**src/rtl/ita_package.sv**
```systemverilog
`default_nettype none
// ============================================================================
// Module   : ita_package
// Purpose  : Shared types and constants for the ITA attention tile scheduler.
//            Holds the step and sequencer-state encodings, tile and head
//            count types, and the idx_width() helper used to size counters.
// Revision : 1.0 - initial release
// ============================================================================
package ita_package;

    // Counter width needed to index n items (at least one bit).
    function automatic int idx_width(input int n);
        return (n > 1) ? $clog2(n) : 1;
    endfunction

    localparam int H                   = 4;
    localparam int MaxOutstandingTiles = 4;

    // Wide enough to hold the value H itself, not only indices below it.
    typedef logic [idx_width(H+1)-1:0]                   n_heads_t;
    typedef logic [31:0]                                 tile_t;
    typedef logic [idx_width(MaxOutstandingTiles+1)-1:0] outstanding_t;

    typedef enum logic [2:0] {
        StepIdle = 3'd0,
        StepQ    = 3'd1,
        StepK    = 3'd2,
        StepV    = 3'd3,
        StepQK   = 3'd4,
        StepAV   = 3'd5,
        StepOW   = 3'd6
    } step_e;

    typedef enum logic [2:0] {
        SeqIdle     = 3'd0,
        SeqSelect   = 3'd1,
        SeqIssue    = 3'd2,
        SeqBarrier  = 3'd3,
        SeqDrainEnd = 3'd4
    } seq_state_e;

endpackage
`default_nettype wire

```
**src/rtl/ita_step_order.sv**
```systemverilog
`default_nettype none
// ============================================================================
// Module   : ita_step_order
// Purpose  : Purely combinational successor function of the run order.
//            Given the step just completed (StepIdle before the first step)
//            and its head, returns the next non-empty step, its head, its tile
//            count, and an end flag when nothing remains.
//            Order per head: Q, K, V (lin tiles), QK, AV (attn tiles);
//            after all heads: OW (lin tiles).
// Ports    : cur_step_i/cur_head_i  position just finished
//            n_heads_i, lin_tiles_i, attn_tiles_i  latched run configuration
//            next_step_o/next_head_o/count_o  next step to issue
//            end_o  no step remains
// Revision : 1.0 - initial release
// ============================================================================
module ita_step_order
    import ita_package::*;
#(
    parameter int H = ita_package::H
) (
    input  step_e                   cur_step_i,
    input  logic [idx_width(H)-1:0] cur_head_i,
    input  n_heads_t                n_heads_i,
    input  tile_t                   lin_tiles_i,
    input  tile_t                   attn_tiles_i,
    output step_e                   next_step_o,
    output logic [idx_width(H)-1:0] next_head_o,
    output tile_t                   count_o,
    output logic                    end_o
);

    logic w_has_lin;
    logic w_has_attn;
    logic w_more_heads;
    logic w_enter_head;
    logic w_enter_ow;

    assign w_has_lin    = (lin_tiles_i != '0);
    assign w_has_attn   = (attn_tiles_i != '0);
    assign w_more_heads = ((32'(cur_head_i) + 32'd1) < 32'(n_heads_i));

    always_comb begin
        next_step_o  = StepIdle;
        next_head_o  = cur_head_i;
        count_o      = '0;
        end_o        = 1'b0;
        w_enter_head = 1'b0;
        w_enter_ow   = 1'b0;

        case (cur_step_i)
            StepIdle: begin
                next_head_o = '0;
                if (n_heads_i != '0) begin
                    w_enter_head = 1'b1;
                end else begin
                    w_enter_ow = 1'b1;
                end
            end
            StepQ:  next_step_o = StepK;
            StepK:  next_step_o = StepV;
            StepV: begin
                if (w_has_attn) begin
                    next_step_o = StepQK;
                end else if (w_more_heads) begin
                    next_head_o  = cur_head_i + 1'b1;
                    w_enter_head = 1'b1;
                end else begin
                    w_enter_ow = 1'b1;
                end
            end
            StepQK: next_step_o = StepAV;
            StepAV: begin
                if (w_more_heads) begin
                    next_head_o  = cur_head_i + 1'b1;
                    w_enter_head = 1'b1;
                end else begin
                    w_enter_ow = 1'b1;
                end
            end
            default: w_enter_ow = 1'b0;
        endcase

        // First non-empty step of a head. A head with both counts zero means
        // every head is empty, so fall straight through to the OW check.
        if (w_enter_head) begin
            if (w_has_lin) begin
                next_step_o = StepQ;
            end else if (w_has_attn) begin
                next_step_o = StepQK;
            end else begin
                w_enter_ow = 1'b1;
            end
        end

        if (w_enter_ow) begin
            next_head_o = '0;
            if (w_has_lin) begin
                next_step_o = StepOW;
            end else begin
                end_o = 1'b1;
            end
        end

        // After StepOW nothing remains.
        if (cur_step_i == StepOW) begin
            next_step_o = StepIdle;
            next_head_o = '0;
            end_o       = 1'b1;
        end

        case (next_step_o)
            StepQ, StepK, StepV, StepOW: count_o = lin_tiles_i;
            StepQK, StepAV:              count_o = attn_tiles_i;
            default:                     count_o = '0;
        endcase
    end

endmodule
`default_nettype wire

```
**src/rtl/ita_step_sequencer.sv**
```systemverilog
`default_nettype none
// ============================================================================
// Module   : ita_step_sequencer
// Purpose  : Tile scheduler for the ITA attention datapath. Latches the run
//            configuration on start, walks Q,K,V,QK,AV per head then OW,
//            issues one tile command per valid/ready handshake, holds a
//            barrier between steps and bounds issued-but-uncompleted tiles.
// Ports    : clk_i, rst_i (sync, active high)
//            start_i, n_heads_i, lin_tiles_i, attn_tiles_i  run request
//            cmd_valid_o/cmd_ready_i, cmd_step_o, cmd_tile_o, cmd_head_o,
//            cmd_last_o  tile command channel
//            tile_done_i  in-order tile completion pulses
//            busy_o, done_o (one-cycle), err_o (sticky)
// Revision : 1.0 - initial release
// ============================================================================
module ita_step_sequencer
    import ita_package::*;
#(
    parameter int MaxOutstanding = MaxOutstandingTiles,
    parameter int H              = ita_package::H
) (
    input  logic                    clk_i,
    input  logic                    rst_i,
    input  logic                    start_i,
    input  n_heads_t                n_heads_i,
    input  tile_t                   lin_tiles_i,
    input  tile_t                   attn_tiles_i,
    output logic                    cmd_valid_o,
    input  logic                    cmd_ready_i,
    output step_e                   cmd_step_o,
    output tile_t                   cmd_tile_o,
    output logic [idx_width(H)-1:0] cmd_head_o,
    output logic                    cmd_last_o,
    input  logic                    tile_done_i,
    output logic                    busy_o,
    output logic                    done_o,
    output logic                    err_o
);

    localparam int OUT_W = idx_width(MaxOutstanding + 1);
    localparam int HEAD_W = idx_width(H);
    typedef logic [OUT_W-1:0] out_cnt_t;
    localparam out_cnt_t c_max_out = out_cnt_t'(MaxOutstanding);

    seq_state_e          r_state;
    seq_state_e          w_state_next;
    n_heads_t            r_n_heads;
    tile_t               r_lin;
    tile_t               r_attn;
    tile_t               r_tile;
    tile_t               r_count;
    step_e               r_step;
    logic [HEAD_W-1:0]   r_head;
    out_cnt_t            r_out;
    out_cnt_t            w_out_next;
    logic                r_err;

    step_e               w_ord_step;
    logic [HEAD_W-1:0]   w_ord_head;
    tile_t               w_ord_count;
    logic                w_ord_end;

    logic                w_valid;
    logic                w_fire;
    logic                w_last;
    logic                w_done_ok;
    logic                w_spurious;
    logic                w_done;
    n_heads_t            w_n_heads_clamped;

    ita_step_order #(.H(H)) u_order (
        .cur_step_i   (r_step),
        .cur_head_i   (r_head),
        .n_heads_i    (r_n_heads),
        .lin_tiles_i  (r_lin),
        .attn_tiles_i (r_attn),
        .next_step_o  (w_ord_step),
        .next_head_o  (w_ord_head),
        .count_o      (w_ord_count),
        .end_o        (w_ord_end)
    );

    // Heads beyond H cannot be indexed by the head counter.
    assign w_n_heads_clamped = (32'(n_heads_i) > H) ? n_heads_t'(H) : n_heads_i;

    assign w_valid    = (r_state == SeqIssue) && (r_out < c_max_out);
    assign w_fire     = w_valid && cmd_ready_i;
    assign w_last     = (r_tile == (r_count - 32'd1));
    // A completion landing in the same cycle as an issue is always legal,
    // even with nothing previously outstanding; it nets to zero.
    assign w_done_ok  = tile_done_i && ((r_out != '0) || w_fire);
    assign w_spurious = tile_done_i && (r_out == '0) && !w_fire;
    assign w_out_next = r_out + out_cnt_t'(w_fire) - out_cnt_t'(w_done_ok);
    assign w_done     = (r_state == SeqDrainEnd) && (r_out == '0) && !rst_i;

    assign cmd_valid_o = w_valid;
    assign cmd_step_o  = r_step;
    assign cmd_tile_o  = r_tile;
    assign cmd_head_o  = r_head;
    assign cmd_last_o  = (r_state == SeqIssue) && w_last;
    assign busy_o      = (r_state != SeqIdle) && !w_done;
    assign done_o      = w_done;
    assign err_o       = r_err;

    always_comb begin
        w_state_next = r_state;
        case (r_state)
            SeqIdle:     if (start_i) w_state_next = SeqSelect;
            SeqSelect:   w_state_next = w_ord_end ? SeqDrainEnd : SeqIssue;
            SeqIssue:    if (w_fire && w_last) w_state_next = SeqBarrier;
            // Looking at the post-update count lets the final completion
            // release the barrier in the same cycle it arrives.
            SeqBarrier:  if (w_out_next == '0) w_state_next = SeqSelect;
            SeqDrainEnd: if (r_out == '0) w_state_next = SeqIdle;
            default:     w_state_next = SeqIdle;
        endcase
    end

    always_ff @(posedge clk_i) begin
        if (rst_i) begin
            r_state   <= SeqIdle;
            r_n_heads <= '0;
            r_lin     <= '0;
            r_attn    <= '0;
            r_tile    <= '0;
            r_count   <= '0;
            r_step    <= StepIdle;
            r_head    <= '0;
            r_out     <= '0;
            r_err     <= 1'b0;
        end else begin
            r_state <= w_state_next;
            r_out   <= w_out_next;
            if (w_spurious) begin
                r_err <= 1'b1;
            end
            case (r_state)
                SeqIdle: begin
                    if (start_i) begin
                        r_n_heads <= w_n_heads_clamped;
                        r_lin     <= lin_tiles_i;
                        r_attn    <= attn_tiles_i;
                        r_step    <= StepIdle;
                        r_head    <= '0;
                        r_tile    <= '0;
                    end
                end
                SeqSelect: begin
                    r_tile <= '0;
                    if (w_ord_end) begin
                        r_step <= StepIdle;
                        r_head <= '0;
                    end else begin
                        r_step  <= w_ord_step;
                        r_head  <= w_ord_head;
                        r_count <= w_ord_count;
                    end
                end
                SeqIssue: begin
                    if (w_fire) begin
                        r_tile <= r_tile + 32'd1;
                    end
                end
                default: ;
            endcase
        end
    end

endmodule
`default_nettype wire

```
**config.mk**
```make
export PLATFORM = sky130hd
export DESIGN_NAME = ita_step_sequencer
export DESIGN_NICKNAME = d
export VERILOG_FILES = /design/src/rtl/ita_package.sv /design/src/rtl/ita_step_order.sv /design/src/rtl/ita_step_sequencer.sv
export SDC_FILE = /design/constraint.sdc
export NUM_CORES = 1
export LEC_CHECK = 0
export ABC_CLOCK_PERIOD_IN_PS = 3350
export BUFFER_PORTS_ARGS = -buffer_cell sky130_fd_sc_hd__buf_2
export CAP_MARGIN = 20
export CORE_ASPECT_RATIO = 1.5
export CORE_MARGIN = 5
export CORE_UTILIZATION = 40
export CTS_CLUSTER_DIAMETER = 120
export DETAILED_ROUTE_END_ITERATION = 8
export GPL_TIMING_DRIVEN = 0
export SLEW_MARGIN = 15
export SYNTH_ARGS = -nofsm -noshare
export SYNTH_HDL_FRONTEND = slang
export SYNTH_SLANG_ARGS = --single-unit
```
**constraint.sdc**
```tcl
create_clock -name clk_i -period 3.35 [get_ports clk_i]
set_input_delay 0.5025 -clock clk_i [delete_from_list [all_inputs] [get_ports clk_i]]
set_output_delay 0.5025 -clock clk_i [all_outputs]
set_load 0.005 [all_outputs]
```
==> impl_metrics.csv <==
group,metric,value,unit
drt,drt-met1-wl,9.21,mm
critical_path,path_max_fanout,6,
floorplanning,fp-row-count,60,
cells_and_area,regArea,2880,µm²
cells_and_area,postLayoutCoreUtil,51.7,%
cells_and_area,layout-drive-gt1-share,23.5,%
power_and_ir_drop,cellLeakagePower,3.62,nW
global_route,antenna_found_initial,0,
critical_path,worst-r2r-cell-count,9,
clocking,clock_path_buffers,2,
hold_path,hold_path.class,"in2reg",
yosys,ys_seq_area_share,38.8,%
power_and_ir_drop,switching_share,36.1,%
power_and_ir_drop,clkPwrFrac,32.2,%
power_and_ir_drop,p_int,4.00,mW
critical_path,end_kind,"output port",
drt,vias,7208,
clocking,cts_buffers,17,
yosys,ys_types,84,
timing,setup_tns,-0.295,ns
cells_and_area,fillers,1736,
timing,fin_skew,0.0176,ns
status,violations,"setup timing",
cells_and_area,nets,1153,
drt,routed-wl-met3,1.01,mm
timing,relSlewSlack,52.6,%
timing,drv_slew,0,
timing,setup_slack,-0.295,ns
critical_path,r2r_end,"r_count[2]",
yosys,syn_area_per_cell,8.03,µm²
drt,drt-wirelength-per-cell,17.1,µm
global_route,grt_pass1_wl,35.6,mm
critical_path,worst_setup_path_start_kind,"flop",
clocking,hold_buffers,0,
yosys,synthArstFlopShare,0,%
floorplanning,die_height,176,µm
drt,highest_layer,"met4",
yosys,ys_warn_count,0,
power_and_ir_drop,combinationalPowerShare,34.2,%
clocking,cts-root-buf,"clkbuf_16",
power_and_ir_drop,power_density,672,nW/µm²
cells_and_area,layout_commonest_cell,"nand2_1",
clocking,cts_max_level,4,
timing,finalHoldViolCount,0,
floorplanning,die_x,121,µm
cells_and_area,mostFrequentLayoutCells,"nand2_1, dfxtp_1, buf_2",
job,drv_cap,0,
drt,vias_per_cell,5.53,
timing,tightest_slew,0.708,ns
timing,max_freq,274,MHz
critical_path,startpoint,"r_count[6]",
critical_path,crit_end,"cmd_last_o",
critical_path,critPathKind,"reg2out",
timing,period_share,109,%
yosys,synth_area,7380,µm²
clocking,cts_sinks,143,
power_and_ir_drop,netSwitchingPower,2.26,mW
drt,wl,22.3,mm
global_route,grt_max_degree,17,
floorplanning,initial_utilization,40.9,%
floorplanning,die-area,21300,µm²
placement,portBuffers,112,
hold_path,min_from,"lin_tiles_i[26]",
timing,rsz0062_at_grt,"true",
drt,drc,0,
global_route,track_usage,20.8,%
placement,dpl.hpwl,16.7,mm
drt,drt_iter0_drc,497,
drt,wl_met2,11.5,mm
clocking,insertion_delay,0.43,ns
yosys,yosys_register_bits,143,
floorplanning,pin_count,114,
timing,setup_viol,1,
clocking,path_clk_slew,0.07,ns
yosys,synth_flop_cell,"dfxtp_1",
global_route,grt_pass1_vias,6886,
critical_path,worst-endpoint-required,2.85,ns
timing,fin_crit,3.65,ns
status,outcome,"finished with violations",
floorplanning,coreArea,18000,µm²
placement,gp_congestion,0.907,
cells_and_area,syn2layout_area_growth,26.3,%
clocking,cts_tree,"built",
drt,first_pass_iters,6,
cells_and_area,diodes,0,
yosys,synth_fp_nets,999,
power_and_ir_drop,p_seq_share,33.6,%
drt,ant_nets,0,
critical_path,r2r-start,"r_attn[25]",
power_and_ir_drop,ir_drop,306,µV
global_route,grt-ovfl-total,0,
critical_path,r2r_slack,0.07,ns
yosys,synth_edf_count,0,
yosys,postSynthCellCount,919,
critical_path,crit_arrival,3.14,ns
hold_path,whs_path_depth,3,
cells_and_area,multi_input_area,4410,µm²
power_and_ir_drop,finalPower,6.26,mW
[power groups by stage]
| stage | sequential [mW] | clock, mW | combinational (mW) |
|---|---|---|---|
| 4_1_cts | 2.08 | 2.03 | 1.98 |
| 3_5_place_dp | 2.10 | 0 | 1.79 |
| 5_1_grt | 2.13 | 2.12 | 2.34 |
| 2_1_floorplan | 2.04 | 0 | 1.34 |
| 6_report | 2.11 | 2.01 | 2.14 |
| 3_3_place_gp | 2.09 | 0 | 1.77 |
[state kept, by name, summed over array words and instances (netlist names)]
| register | count |
|---|---|
| cmd_tile_o | 32 |
| r_attn | 32 |
| r_count | 32 |
| r_lin | 32 |
| cmd_step_o | 3 |
| r_n_heads | 3 |
| r_out | 3 |
| r_state | 3 |
| cmd_head_o | 2 |
| err_o | 1 |
[final cells by class]
class	count	area share [%]
timing repair buffer	140	8.73
tap	217	2.91
clock inverter	15	2.14
multi-input combinational	697	47.3
inverter	15	0.631
buffer	59	2.79
clock buffer	17	4.57
sequential	143	30.9
[logic make-up after synthesis]
logic type,share of synthesized area (%)
AND/OR/NAND/NOR,29.8
multiplexers,0.729
AO/OA/AOI/OAI,17.0
XOR/XNOR,7.60
adder cells (fa/ha/maj),1.46
buffers and inverters,4.61
flip-flops,38.8
[synthesized netlist by cell type (5+ instances only)]
| cell type | number | area [µm²] |
|---|---|---|
| and3_1 | 11 | 68.8 |
| or4_1 | 7 | 52.6 |
| ha_1 | 7 | 87.6 |
| nor3_1 | 47 | 235 |
| a31oi_1 | 9 | 56.3 |
| nand3_1 | 10 | 50.1 |
| buf_2 | 5 | 25.0 |
| inv_1 | 15 | 56.3 |
| and2_1 | 6 | 37.5 |
| or3_1 | 7 | 43.8 |
| a221oi_1 | 33 | 289 |
| xnor2_1 | 30 | 263 |
| clkbuf_1 | 51 | 191 |
| dfxtp_1 | 143 | 2860 |
| nand2_1 | 176 | 661 |
| a21oi_1 | 80 | 400 |
| and4_1 | 5 | 43.8 |
| nand4_1 | 13 | 81.3 |
| a211oi_1 | 5 | 37.5 |
| o21ai_0 | 12 | 60.1 |
| xor2_1 | 34 | 298 |
| nand2b_1 | 5 | 31.3 |
| nor4_1 | 28 | 175 |
| nor2_1 | 80 | 300 |
[critical path, stage by stage, from the launching register on]
cell and delay (ns):
dfxtp_1 0.40, or4_4 0.59, nor4_4 0.32, buf_4 0.19
nand2_4 0.06, o311ai_2 0.29, o2bb2ai_2 0.11, a2111oi_4 0.31
buf_4 0.19, and3_4 0.19, buf_6 0.09
[per-stage QoR]
step	instance area, µm²	hold slack [ns]	setup slack [ns]	std cells
after floorplan	7380	0.442	0.333	919
after global placement	8210	0.450	-0.536	1248
after detailed placement	8210	0.459	-0.533	1248
after CTS	9100	0.306	-0.308	1299
after global routing	9320	0.307	-0.437	1303
final	9320	0.304	-0.295	1303
[worst min path at each step]
stage | slack [ns] | endpoint
final | 0.30 | r_lin[26]
after global routing | 0.31 | r_lin[27]
after CTS | 0.31 | r_lin[26]
after detailed placement | 0.46 | err_o
after global placement | 0.45 | err_o
after floorplan | 0.44 | r_n_heads[0]
[timing repair]
action                                  in CTS  in global routing
cloned                                       0                  0
gates resized for setup                     25                 43
buffers inserted                            22                  6
endpoints found under the setup margin       7                 32
pin swaps                                   12                 16
[per-layer routing]
layer	vias up	GRT usage, %
li1	3614	-
met1	3337	24.9
met2	209	37.3
met3	48	3.49
met4	0	7.42
met5	-	0
Note: power is estimated with default switching activity, not from simulation.
